<file path="config.mk">
export PLATFORM = sky130hd
export DESIGN_NAME = multicycle_control
export DESIGN_NICKNAME = d
export VERILOG_FILES = /design/src/rtl/riscv_ctrl_pkg.sv /design/src/rtl/multicycle_control.sv
export SDC_FILE = /design/constraint.sdc
export NUM_CORES = 1
export LEC_CHECK = 0
export CAP_MARGIN = 5
export CORE_MARGIN = 2
export CORE_UTILIZATION = 46
export DETAILED_ROUTE_END_ITERATION = 6
export PLACE_DENSITY = 0.79
export SLEW_MARGIN = 20
export SYNTH_ARGS = -nofsm -noshare
export SYNTH_HDL_FRONTEND = slang
export SYNTH_SLANG_ARGS = --single-unit
</file>
<file path="constraint.sdc">
create_clock -name clk -period 2.7 [get_ports clk]
set_input_delay 0.405 -clock clk [delete_from_list [all_inputs] [get_ports clk]]
set_output_delay 0.405 -clock clk [all_outputs]
set_load 0.005 [all_outputs]
</file>
<file path="src/rtl/riscv_ctrl_pkg.sv">
// Shared definitions for the reduced RISC-V multi-cycle controller.
// Opcodes, ALU operation encodings and the FSM state type.
package riscv_ctrl_pkg;

  localparam logic [6:0] OPC_ADDI = 7'b0010011;
  localparam logic [6:0] OPC_BNE  = 7'b1100011;

  localparam logic [2:0] ALU_ADD = 3'b000;
  localparam logic [2:0] ALU_CMP = 3'b111;

  typedef enum logic [2:0] {
    FETCH     = 3'd0,
    DECODE    = 3'd1,
    EXEC_ADDI = 3'd2,
    WB        = 3'd3,
    EXEC_BNE  = 3'd4,
    HALT      = 3'd5
  } ctrl_state_t;

endpackage

</file>
<file path="src/rtl/multicycle_control.sv">
// Multi-cycle sequencer for addi/bne: fetch handshake, decode,
// execute and writeback strobes, retire counter, sticky illegal halt.
module multicycle_control
  import riscv_ctrl_pkg::*;
#(
  parameter int RETIRE_W = 32
) (
  input  logic                clk,
  input  logic                rst,
  input  logic [6:0]          instr_opcode,
  input  logic                EQ,
  input  logic                imem_ack,
  output logic                imem_req,
  output logic                IRWrite,
  output logic                PCWrite,
  output logic                RegWrite,
  output logic [2:0]          ALUctrl,
  output logic                ALUsrc,
  output logic                ImmSrc,
  output logic                PCsrc,
  output logic                illegal,
  output logic [RETIRE_W-1:0] retired,
  output logic [2:0]          state
);

  ctrl_state_t state_q, state_nx;
  logic req_raw, irw_raw, pcw_raw, rgw_raw, pcs_raw;
  logic retire, set_illegal;

  always_ff @(posedge clk) begin
    if (rst) begin
      state_q <= FETCH;
      illegal <= 1'b0;
      retired <= '0;
    end else begin
      state_q <= state_nx;
      if (set_illegal) illegal <= 1'b1;
      if (retire) retired <= retired + RETIRE_W'(1);
    end
  end

  always_comb begin
    state_nx    = state_q;
    req_raw     = 1'b0;
    irw_raw     = 1'b0;
    pcw_raw     = 1'b0;
    rgw_raw     = 1'b0;
    pcs_raw     = 1'b0;
    ALUctrl     = ALU_ADD;
    ALUsrc      = 1'b0;
    ImmSrc      = 1'b0;
    retire      = 1'b0;
    set_illegal = 1'b0;
    case (state_q)
      FETCH: begin
        req_raw = 1'b1;
        if (imem_ack) begin
          irw_raw  = 1'b1;
          state_nx = DECODE;
        end
      end
      DECODE: begin
        if (instr_opcode == OPC_ADDI) begin
          state_nx = EXEC_ADDI;
        end else if (instr_opcode == OPC_BNE) begin
          state_nx = EXEC_BNE;
        end else begin
          state_nx    = HALT;
          set_illegal = 1'b1;
        end
      end
      EXEC_ADDI: begin
        ALUsrc   = 1'b1;
        ImmSrc   = 1'b1;
        state_nx = WB;
      end
      WB: begin
        ALUsrc   = 1'b1;
        ImmSrc   = 1'b1;
        rgw_raw  = 1'b1;
        pcw_raw  = 1'b1;
        retire   = 1'b1;
        state_nx = FETCH;
      end
      EXEC_BNE: begin
        ALUctrl  = ALU_CMP;
        pcw_raw  = 1'b1;
        pcs_raw  = ~EQ;
        retire   = 1'b1;
        state_nx = FETCH;
      end
      HALT: state_nx = HALT;
      default: state_nx = FETCH;
    endcase
  end

  // Reset overrides every strobe in the cycle it is asserted
  assign imem_req = req_raw & ~rst;
  assign IRWrite  = irw_raw & ~rst;
  assign PCWrite  = pcw_raw & ~rst;
  assign RegWrite = rgw_raw & ~rst;
  assign PCsrc    = pcs_raw & ~rst;
  assign state    = state_q;

endmodule

</file>
# Yosys cells after proc, flatten, opt, wreduce, memory -nomap -nowiden
# Index checks and enable logic that the tools add are counted.
[word_totals] regBits=36 latch_bits=0 mem_bits_rw=0 rom_bits=0 in_bits=11 output_inout_bits=46 elab_cells=37 n_memories=0
[classes] add_sub_neg=1 mul=0 n_div=0 magnitude_cmp=0 eq_ne=8 shifts=0 n_mux=15 bitwise=7 n_reduce_logical=3
[op_table] op="adder 32 x 1 -> 32 bit, second input constant" n=1
[op_table] op="one-hot mux 3 bit (4 select lines)" n=1
[op_table] op="two-way mux 1 bit" n=11
[op_table] op="two-way mux 3 bit" n=3
[op_table] op="equality test 7 x 5 -> 1 bit, second input constant" n=1
[op_table] op="equality test 7 bit, second input constant" n=1
[op_table] op="equality test 3 x 2 -> 1 bit, second input constant" n=2
[op_table] op="equality test 3 bit, second input constant" n=2
[op_table] op="bitwise AND 1 bit" n=5
[op_table] op="OR reduction 2 bit" n=2
[op_table] op="equality test 3 x 1 -> 1 bit, second input constant" n=1
[op_table] op="logical NOT 3 bit" n=1
[op_table] op="inequality test 2 bit, second input constant" n=1
[op_table] op="NOT 1 bit" n=2

# Depth between registers and ports, before layout
# Gate-level depths: netlist (run 1).
[logic_depth] depth_word=4 ltp_mapped=8 depth_no_buf=6

# Worst setup path before layout (run 1)
# OpenSTA, ideal clock, no wires.
[synth_timing] path_kind="flip-flop to flip-flop" from="register state_q[1], in the netlist state[1]" to="register retired[27]" setup_time_ps=71 t_arrival_ps=1944 required_ps=2629 setup_slack_ps=686 path_stages_with_launch=8 path_buffers=1 synth_period_minus_slack_ps=2014 path_cell_list="dfxtp_1 -> buf_2 -> or3b_4 -> clkinv_4 -> o2111ai_4 -> or3_4 -> or3_1 -> a21oi_1"
[synth_via] elab_chain_len=3 word_cells_on_any_way=4 classes_between="eq/ne (2); mux (1); reduce/logical (1)"
[synth_rtl] element="from (decl)" line="multicycle_control.sv:26" rtl="ctrl_state_t state_q, state_nx;"
[synth_rtl] element="from (signal assigned)" line="multicycle_control.sv:36" rtl="state_q <= state_nx;"
[synth_rtl] element="equality test 3 bit / equality test 3 x 2 -> 1 bit (equally long branches)" line="multicycle_control.sv:54" rtl="case (state_q)"
[synth_rtl] element="OR reduction 2 bit (no source line) *"
[synth_rtl] element="two-way mux 1 bit *" line="multicycle_control.sv:54"
[synth_rtl] element="to (signal assigned)" line="multicycle_control.sv:38" rtl="if (retire) retired <= retired + RETIRE_W'(1);"
[synth_rtl] element="to (decl)" line="multicycle_control.sv:22" rtl="output logic [RETIRE_W-1:0] retired,"
# Mark *: on every way between the ends. The rest lies on a longest branch, timed or not.
# A chain may end at the register's enable or synchronous reset.

# Final worst setup path (run 1)
[layout_timing] from="input rst" to="output IRWrite"
[layout_via] elab_chain_len=2
[layout_rtl] element="from (decl)" line="multicycle_control.sv:9" rtl="input logic rst,"
[layout_rtl] element="NOT 1 bit" line="multicycle_control.sv:99" rtl="assign IRWrite = irw_raw & ~rst;"
[layout_rtl] element="bitwise AND 1 bit" line="multicycle_control.sv:99"
[layout_rtl] element="to (decl)" line="multicycle_control.sv:14" rtl="output logic IRWrite,"
# Every way passes these cells.

==> metrics.md, run 1 <==
| Metric | Value |
|---|---|
| Max-slew violation total from the final report | `0` |
| Mean instance size in the synthesized netlist | `slightly above 8 sq um` |
| TritonCTS Buffers | `5` |
| Clk sinks | `36` |
| TritonRoute pass-1 iters | `4` |
| Capture point of the worst path | `IRWrite` |
| Post-CTS Setup Bufs | `0` |
| Total routing usage reported by global routing | `between 20% and 30%` |
| Final cell area excluding filler cells | `approximately 2500 sq um` |
| Register clock-pin slew on the reported worst setup and hold paths | `0.07 ns` |
| Startpoint of the most critical register-to-register path | `state[0]` |
| Worst voltage drop across the vdd grid | `~0.45 mV` |
| Syn Inst Count | `216` |
| Post_cts resized | `0` |
| Final setup slack of the worst path | `0.4331 ns` |
| Share of synthesized registers carrying an async set or reset | `0%` |
| Count of flip-flops with a built-in enable after synthesis | `0` |
| Count of vias placed by the detailed router | `between 1500 and 2000` |
| Worst slack at placement | `about 0.43 ns` |
| # hold bufs at CTS | `0` |
| Worst Setup SP | `rst` |
| Count of different cell masters after synthesis | `39` |
| CTS Root Cell | `sky130_fd_sc_hd__clkbuf_8` |
| Power per standard cell area | `454.1 nW/um^2` |
| Worst-case headroom to the max-slew limit | `between 60% and 70%` |
| Starting Density | `slightly below 50%` |
| Crit path required time | `2.30 ns` |
| Share of layout cells above drive strength 1 | `under 10%` |
| Placement Rows | `22` |
| Setup repair after global routing missed its margin | `no` |
| Pin count of the biggest net entering global routing | `37` |
| Highest clock rate | `between 400 and 500 MHz` |
| Die height | `66.48 um` |
| Sequential fraction of the synthesis area | `around 40%` |
| TritonCTS clock tree | `built` |
| Number of levels the H-tree was split into | `2` |
| Horizontal die dimension | `66.48 um` |
| Syn. warnings | `0` |
| Latest clock arrival within the worst-skew pair | `0.29 ns` |
| Flip-flop and latch count after synthesis | `36` |
| Most instantiated flip-flop cell in the synthesis netlist | `sky130_fd_sc_hd__dfxtp_1` |
| Estimated wirelength of the detail-placed design | `2866 um` |
| Overflow left after global routing | `0` |
| Result of the run | `completed` |
| Register-to-Register Setup Slack | `0.45 ns` |
| Commonest cells after routing, fill and taps aside | `sky130_fd_sc_hd__clkdlybuf4s50_1, sky130_fd_sc_hd__dfxtp_1, sky130_fd_sc_hd__nor2_1` |
| Worst Skew | `0.003869 ns` |
| Setup TNS after final layout | `0 ns` |
| Cell area after placement | `2361 sq um` |
| Endpoints failing hold | `0` |
| Largest buffer count on any clock path | `2` |
| Highest fanout seen on the critical path | `5` |
| First-pass GRT wire length | `6858 um` |
| ANT cells | `0` |
| Class of the most critical hold timing path | `flip-flop to flip-flop` |
| Via count of the first global-routing pass | `1481` |
| R2R depth | `6` |
| Transition time at the pin with the least slew margin | `0.5866 ns` |
| Type of destination of the critical path | `output port` |
| Wire length per cell | `13.20 um` |
| Max Cap Viol | `0` |
| Netlist area before placement | `1795 sq um` |
| Synthesis-to-finish area growth | `38.54%` |
| Standard cell core area | `between 3000 and 4000 sq um` |
| Fill count | `323` |
| Antenna violations before repair | `0` |
| Post-route DRC | `0` |
| Placer congestion estimate | `0.7881` |
| Number of nets at the end of the flow | `280` |
| Net count after synthesis | `around 230` |
| Total die area | `approximately 4400 sq um` |
| Routed vias/inst | `5.338` |
| Final clock period utilization by the worst path | `83.96%` |
| Count of routing violations after the opening detailed-route iteration | `roughly 120` |
| PortBufs | `56` |
| Leading cell type in the layout, fill and taps excluded | `sky130_fd_sc_hd__clkdlybuf4s50_1` |
| Signal arrival time at the worst endpoint | `1.86 ns` |
| Category of the worst setup path launch point | `input pin` |
| Startpoint-to-endpoint class of the critical path | `input pin to output port` |
| Final setup fails | `0` |
| Period minus WS final | `2.267 ns` |
| Total detailed-routing wirelength | `around 4200 um` |
| Leakage power figure | `0.8019 nW` |
| Capturing point of the worst reg2reg path | `retired[27]` |
| Number of nets still failing antenna checks after routing | `0` |
| Number of top-level pins | `57` |
[report_power, final]
group	switching (mW)	total [mW]	leakage, nW	internal (mW)
Combinational	0.0313	0.0729	0.447	0.0416
Clock	0.189	0.514	0.0645	0.326
Sequential	0.00653	0.542	0.290	0.536
[metrics by stage]
stage / hold slack, ns / instances / utilization, % / total power [mW]
3_3_place_gp: 0.4487 / 309 / 63.54 / 0.6264
4_1_cts: 0.4850 / 317 / 66.94 / 1.142
2_1_floorplan: 0.4650 / 216 / - / 0.5894
3_5_place_dp: 0.4672 / 309 / 63.54 / 0.6272
6_report: 0.4740 / 317 / 66.94 / 1.129
5_1_grt: 0.5039 / 317 / 66.94 / 1.179
[flip-flops by register name (all words and copies together) (netlist names)]
signal and count:
retired 32, state 3, illegal 1
[synth_stat cells (2+ instances only)]
master / n / share of area [%]
sky130_fd_sc_hd__dfxtp_1: 36 / 40
sky130_fd_sc_hd__clkbuf_1: 7 / 1.5
sky130_fd_sc_hd__nand2_1: 15 / 3.1
sky130_fd_sc_hd__nor2_1: 35 / 7.3
sky130_fd_sc_hd__nand3_1: 6 / 1.7
sky130_fd_sc_hd__nor3_1: 11 / 3.1
sky130_fd_sc_hd__nand3b_1: 2 / 0.84
sky130_fd_sc_hd__inv_1: 4 / 0.84
sky130_fd_sc_hd__nor4_1: 8 / 2.8
sky130_fd_sc_hd__buf_4: 3 / 1.3
sky130_fd_sc_hd__o21ai_0: 6 / 1.7
sky130_fd_sc_hd__buf_2: 2 / 0.56
sky130_fd_sc_hd__a21oi_1: 10 / 2.8
sky130_fd_sc_hd__and3_1: 3 / 1.0
sky130_fd_sc_hd__nand4_1: 12 / 4.2
sky130_fd_sc_hd__or3_1: 9 / 3.1
sky130_fd_sc_hd__xnor2_1: 16 / 7.8
sky130_fd_sc_hd__xor2_1: 10 / 4.9
[how the worst min path moves through the flow]
stage          slack [ns]           to  depth (start not counted)         from
5_1_grt              0.50  retired[31]                          2  retired[31]
3_3_place_gp         0.45      illegal                          2      illegal
2_1_floorplan        0.47      illegal                          2      illegal
3_5_place_dp         0.47      illegal                          2      illegal
4_1_cts              0.49      illegal                          2      illegal
6_report             0.47      illegal                          2      illegal
[per-layer routing]
layer	up-vias	part of all wire (%)	track usage (%)
li1	862	-	-
met1	768	48	26.34
met2	57	46	32.63
met3	5	5.9	6.081
met4	0	0.62	6.378
met5	-	0	0
[cell families after synthesis]
family	share of synthesized area [%]
fa+ha+maj	0.6968
simple gates	32.47
xor+xnor	12.68
buf+inv	5.226
compound gates	8.782
flops	40.14
[cell type report]
| cell class | instances | area (sq um) | share of cell area [%] |
|---|---|---|---|
| clock buffers | 7 | 96.34 | 3.873 |
| repair buffers | 58 | 575.6 | 23.14 |
| multi-input cells | 162 | 980.9 | 39.44 |
| well taps | 48 | 60.06 | 2.414 |
| inverters | 5 | 23.77 | 0.9557 |
| clock inverters | 1 | 30.03 | 1.207 |
| flip-flops and latches | 36 | 720.7 | 28.97 |
[critical path, stage by stage]
cell and delay (ns):
sky130_fd_sc_hd__clkdlybuf4s50_1 0.49, sky130_fd_sc_hd__nor4_1 0.28, sky130_fd_sc_hd__and2_1 0.18, sky130_fd_sc_hd__clkdlybuf4s50_1 0.50
Power figures use the tool's default switching activity.
==> run 2, diff against run 1 <==
CORE_UTILIZATION = 41   (was 46)
PLACE_DENSITY = 0.75   (was 0.79)
clock period = 2.05 ns   (was 2.7 ns; I/O delays follow)
==> metrics.md, run 2 (synthesis results as in run 1) <==
| Metric | Value |
|---|---|
| Highest layer used for signal routing | `met4` |
| Placer congestion estimate | `0.7768` |
| Flip-flop count of the largest register, all copies and words added | `32` |
| Max Cap Viol | `0` |
| Total die area | `about 4900 sq um` |
| Total routing usage reported by global routing | `approximately 18%` |
| Placement Rows | `24` |
| Endpoints failing hold | `0` |
| Starting Density | `41.81%` |
| TritonCTS Buffers | `5` |
| Antenna violations before repair | `0` |
| Startpoint-to-endpoint class of the critical path | `flip-flop to output port` |
| Register-to-Register Setup Slack | `0.12 ns` |
| Top register by number of flip-flops | `retired` |
| Core occupancy in the finished layout | `60.46%` |
| Share of layout cells above drive strength 1 | `11.35%` |
| Gate family responsible for the most delay along the worst path | `buffers and inverters` |
| Synthesis-to-finish area growth | `44.60%` |
| Number of levels the H-tree was split into | `2` |
| Commonest cells after routing, fill and taps aside | `sky130_fd_sc_hd__clkdlybuf4s50_1, sky130_fd_sc_hd__dfxtp_1, sky130_fd_sc_hd__nor2_1` |
| Number of nets still failing antenna checks after routing | `0` |
| Total detailed-routing wirelength | `4282 um` |
| TritonRoute pass-1 iters | `4` |
| Count of routing violations after the opening detailed-route iteration | `74` |
| Signal arrival time at the worst endpoint | `approximately 1.7 ns` |
| R2R depth | `6` |
| PortBufs | `between 50 and 60` |
| Type of destination of the critical path | `output port` |
| Wire length per cell | `~13 um` |
| Setup TNS after final layout | `0 ns` |
| Detailed-routing wirelength on met1 | `~1900 um` |
| Maximum single-stage delay on the critical path | `~0.49 ns` |
| Cell with the biggest individual delay on the critical path | `sky130_fd_sc_hd__clkdlybuf4s50_1` |
| Clk sinks | `36` |
| Post-CTS Setup Bufs | `0` |
| Met3 Routed Length | `250 um` |
| WHS Endpoint | `illegal` |
| Final setup fails | `0` |
| Number of top-level pins | `57` |
| Hold Crit Start | `illegal` |
| Number of nets at the end of the flow | `between 200 and 300` |
| Highest fanout seen on the critical path | `9` |
| Period minus WS final | `1.993 ns` |
| Category of the worst setup path launch point | `flip-flop` |
| Estimated wirelength of the detail-placed design | `3186 um` |
| Power per standard cell area | `523.1 nW/um^2` |
| Standard cell core area | `approximately 4300 sq um` |
| Overflow left after global routing | `0` |
| Area occupied by multi-input gates | `1007 sq um` |
| TritonCTS clock tree | `built` |
| Leakage power figure | `0.8803 nW` |
| Highest clock rate | `roughly 500 MHz` |
| Fill count | `approximately 400` |
| Transition time at the pin with the least slew margin | `between 0.4 and 0.5 ns` |
| Worst-case headroom to the max-slew limit | `68.27%` |
| Crit path buf inv count | `2` |
| Final clock period utilization by the worst path | `97.22%` |
| Capturing point of the worst reg2reg path | `retired[29]` |
| Worst Skew | `0.006015 ns` |
| Class of the most critical hold timing path | `flip-flop to flip-flop` |
| Startpoint of the most critical register-to-register path | `state[2]` |
| Cell-by-cell listing of the critical path | `buf_4 -> nor4_4 -> and2_1 -> clkdlybuf4s50_1` |
| Result of the run | `completed` |
| Total area of sequential cells | `between 700 and 800 sq um` |
| Max-slew violation total from the final report | `0` |
| CTS Root Cell | `sky130_fd_sc_hd__clkbuf_8` |
| Wire length on met2 | `2022 um` |
| Latest clock arrival within the worst-skew pair | `0.29 ns` |
| ANT cells | `0` |
| Pin count of the biggest net entering global routing | `21` |
| Number of cells on the worst hold path | `2` |
| Total Power | `1.358 mW` |
| First-pass GRT wire length | `7072 um` |
| Largest buffer count on any clock path | `2` |
| Via count of the first global-routing pass | `1574` |
| Count of vias placed by the detailed router | `about 1800` |
| Setup repair after global routing missed its margin | `yes` |
| Post-route DRC | `0` |
| Routed vias/inst | `between 5 and 6` |
| Worst voltage drop across the vdd grid | `just under 0.3 mV` |
| Die height | `70.18 um` |
| Leading cell type in the layout, fill and taps excluded | `sky130_fd_sc_hd__clkdlybuf4s50_1` |
| Crit path required time | `1.74 ns` |
| Register clock-pin slew on the reported worst setup and hold paths | `0.06 ns` |
| Horizontal die dimension | `70.18 um` |
run 2: worst reg2reg max path: stages, from the launching register on:
cell and delay (ns):
sky130_fd_sc_hd__dfxtp_1 0.33, sky130_fd_sc_hd__or3b_4 0.42, sky130_fd_sc_hd__clkinv_4 0.10, sky130_fd_sc_hd__o2111ai_4 0.14, sky130_fd_sc_hd__or3_4 0.38, sky130_fd_sc_hd__or3_1 0.35
sky130_fd_sc_hd__a21oi_1 0.14
run 2: how the worst max path moves through the flow:
| stage | start | end | slack [ns] | depth (start not counted) |
|---|---|---|---|---|
| 3_3_place_gp | rst | IRWrite | 0.14 | 4 |
| 6_report | state[0] | IRWrite | 0.06 | 4 |
| 4_1_cts | state[2] | PCsrc | 0.03 | 3 |
| 3_5_place_dp | state[2] | retired[29] | 0.1 | 6 |
| 5_1_grt | state[0] | IRWrite | -0.03 | 4 |
| 2_1_floorplan | state[1] | retired[27] | 0.04 | 7 |
run 2: per-layer routing:
layer / track usage [%] / vias to the layer above
met1: 21.83 / 828
li1: - / 891
met3: 5.339 / 10
met2: 29.10 / 49
met4: 6.410 / 0
met5: 0 / -
run 2: area by class of cell:
cell class,count,area share [%]
multi-input cells,162,38.80
well taps,52,2.506
inverters,5,0.9157
repair buffers,72,26.31
flip-flops and latches,36,27.76
clock buffers,7,3.711
run 2: through the flow:
step           std cells  instance area (sq um)  hold WS [ns]  worst slack [ns]
3_5_place_dp         327                   2471        0.4618           0.09790
2_1_floorplan        216                   1795        0.4650           0.03565
5_1_grt              334                   2596        0.5097          -0.03039
3_3_place_gp         327                   2471        0.4604            0.1407
6_report             334                   2596        0.4694           0.05699
4_1_cts              334                   2574        0.4767           0.03483
run 2: power by group:
group          internal [mW]  total, mW  switching, mW
clock network          0.299      0.534          0.235
registers              0.706      0.709        0.00359
logic                 0.0632      0.115         0.0515
total                   1.07       1.36          0.290
run 2: repair_timing:
| action | 4_1_cts | 5_1_grt |
|---|---|---|
| gates resized for setup | 1 | 5 |
| setup endpoints to repair | 1 | 4 |
| hold buffers | 0 | 0 |
| pin swaps | 0 | 1 |
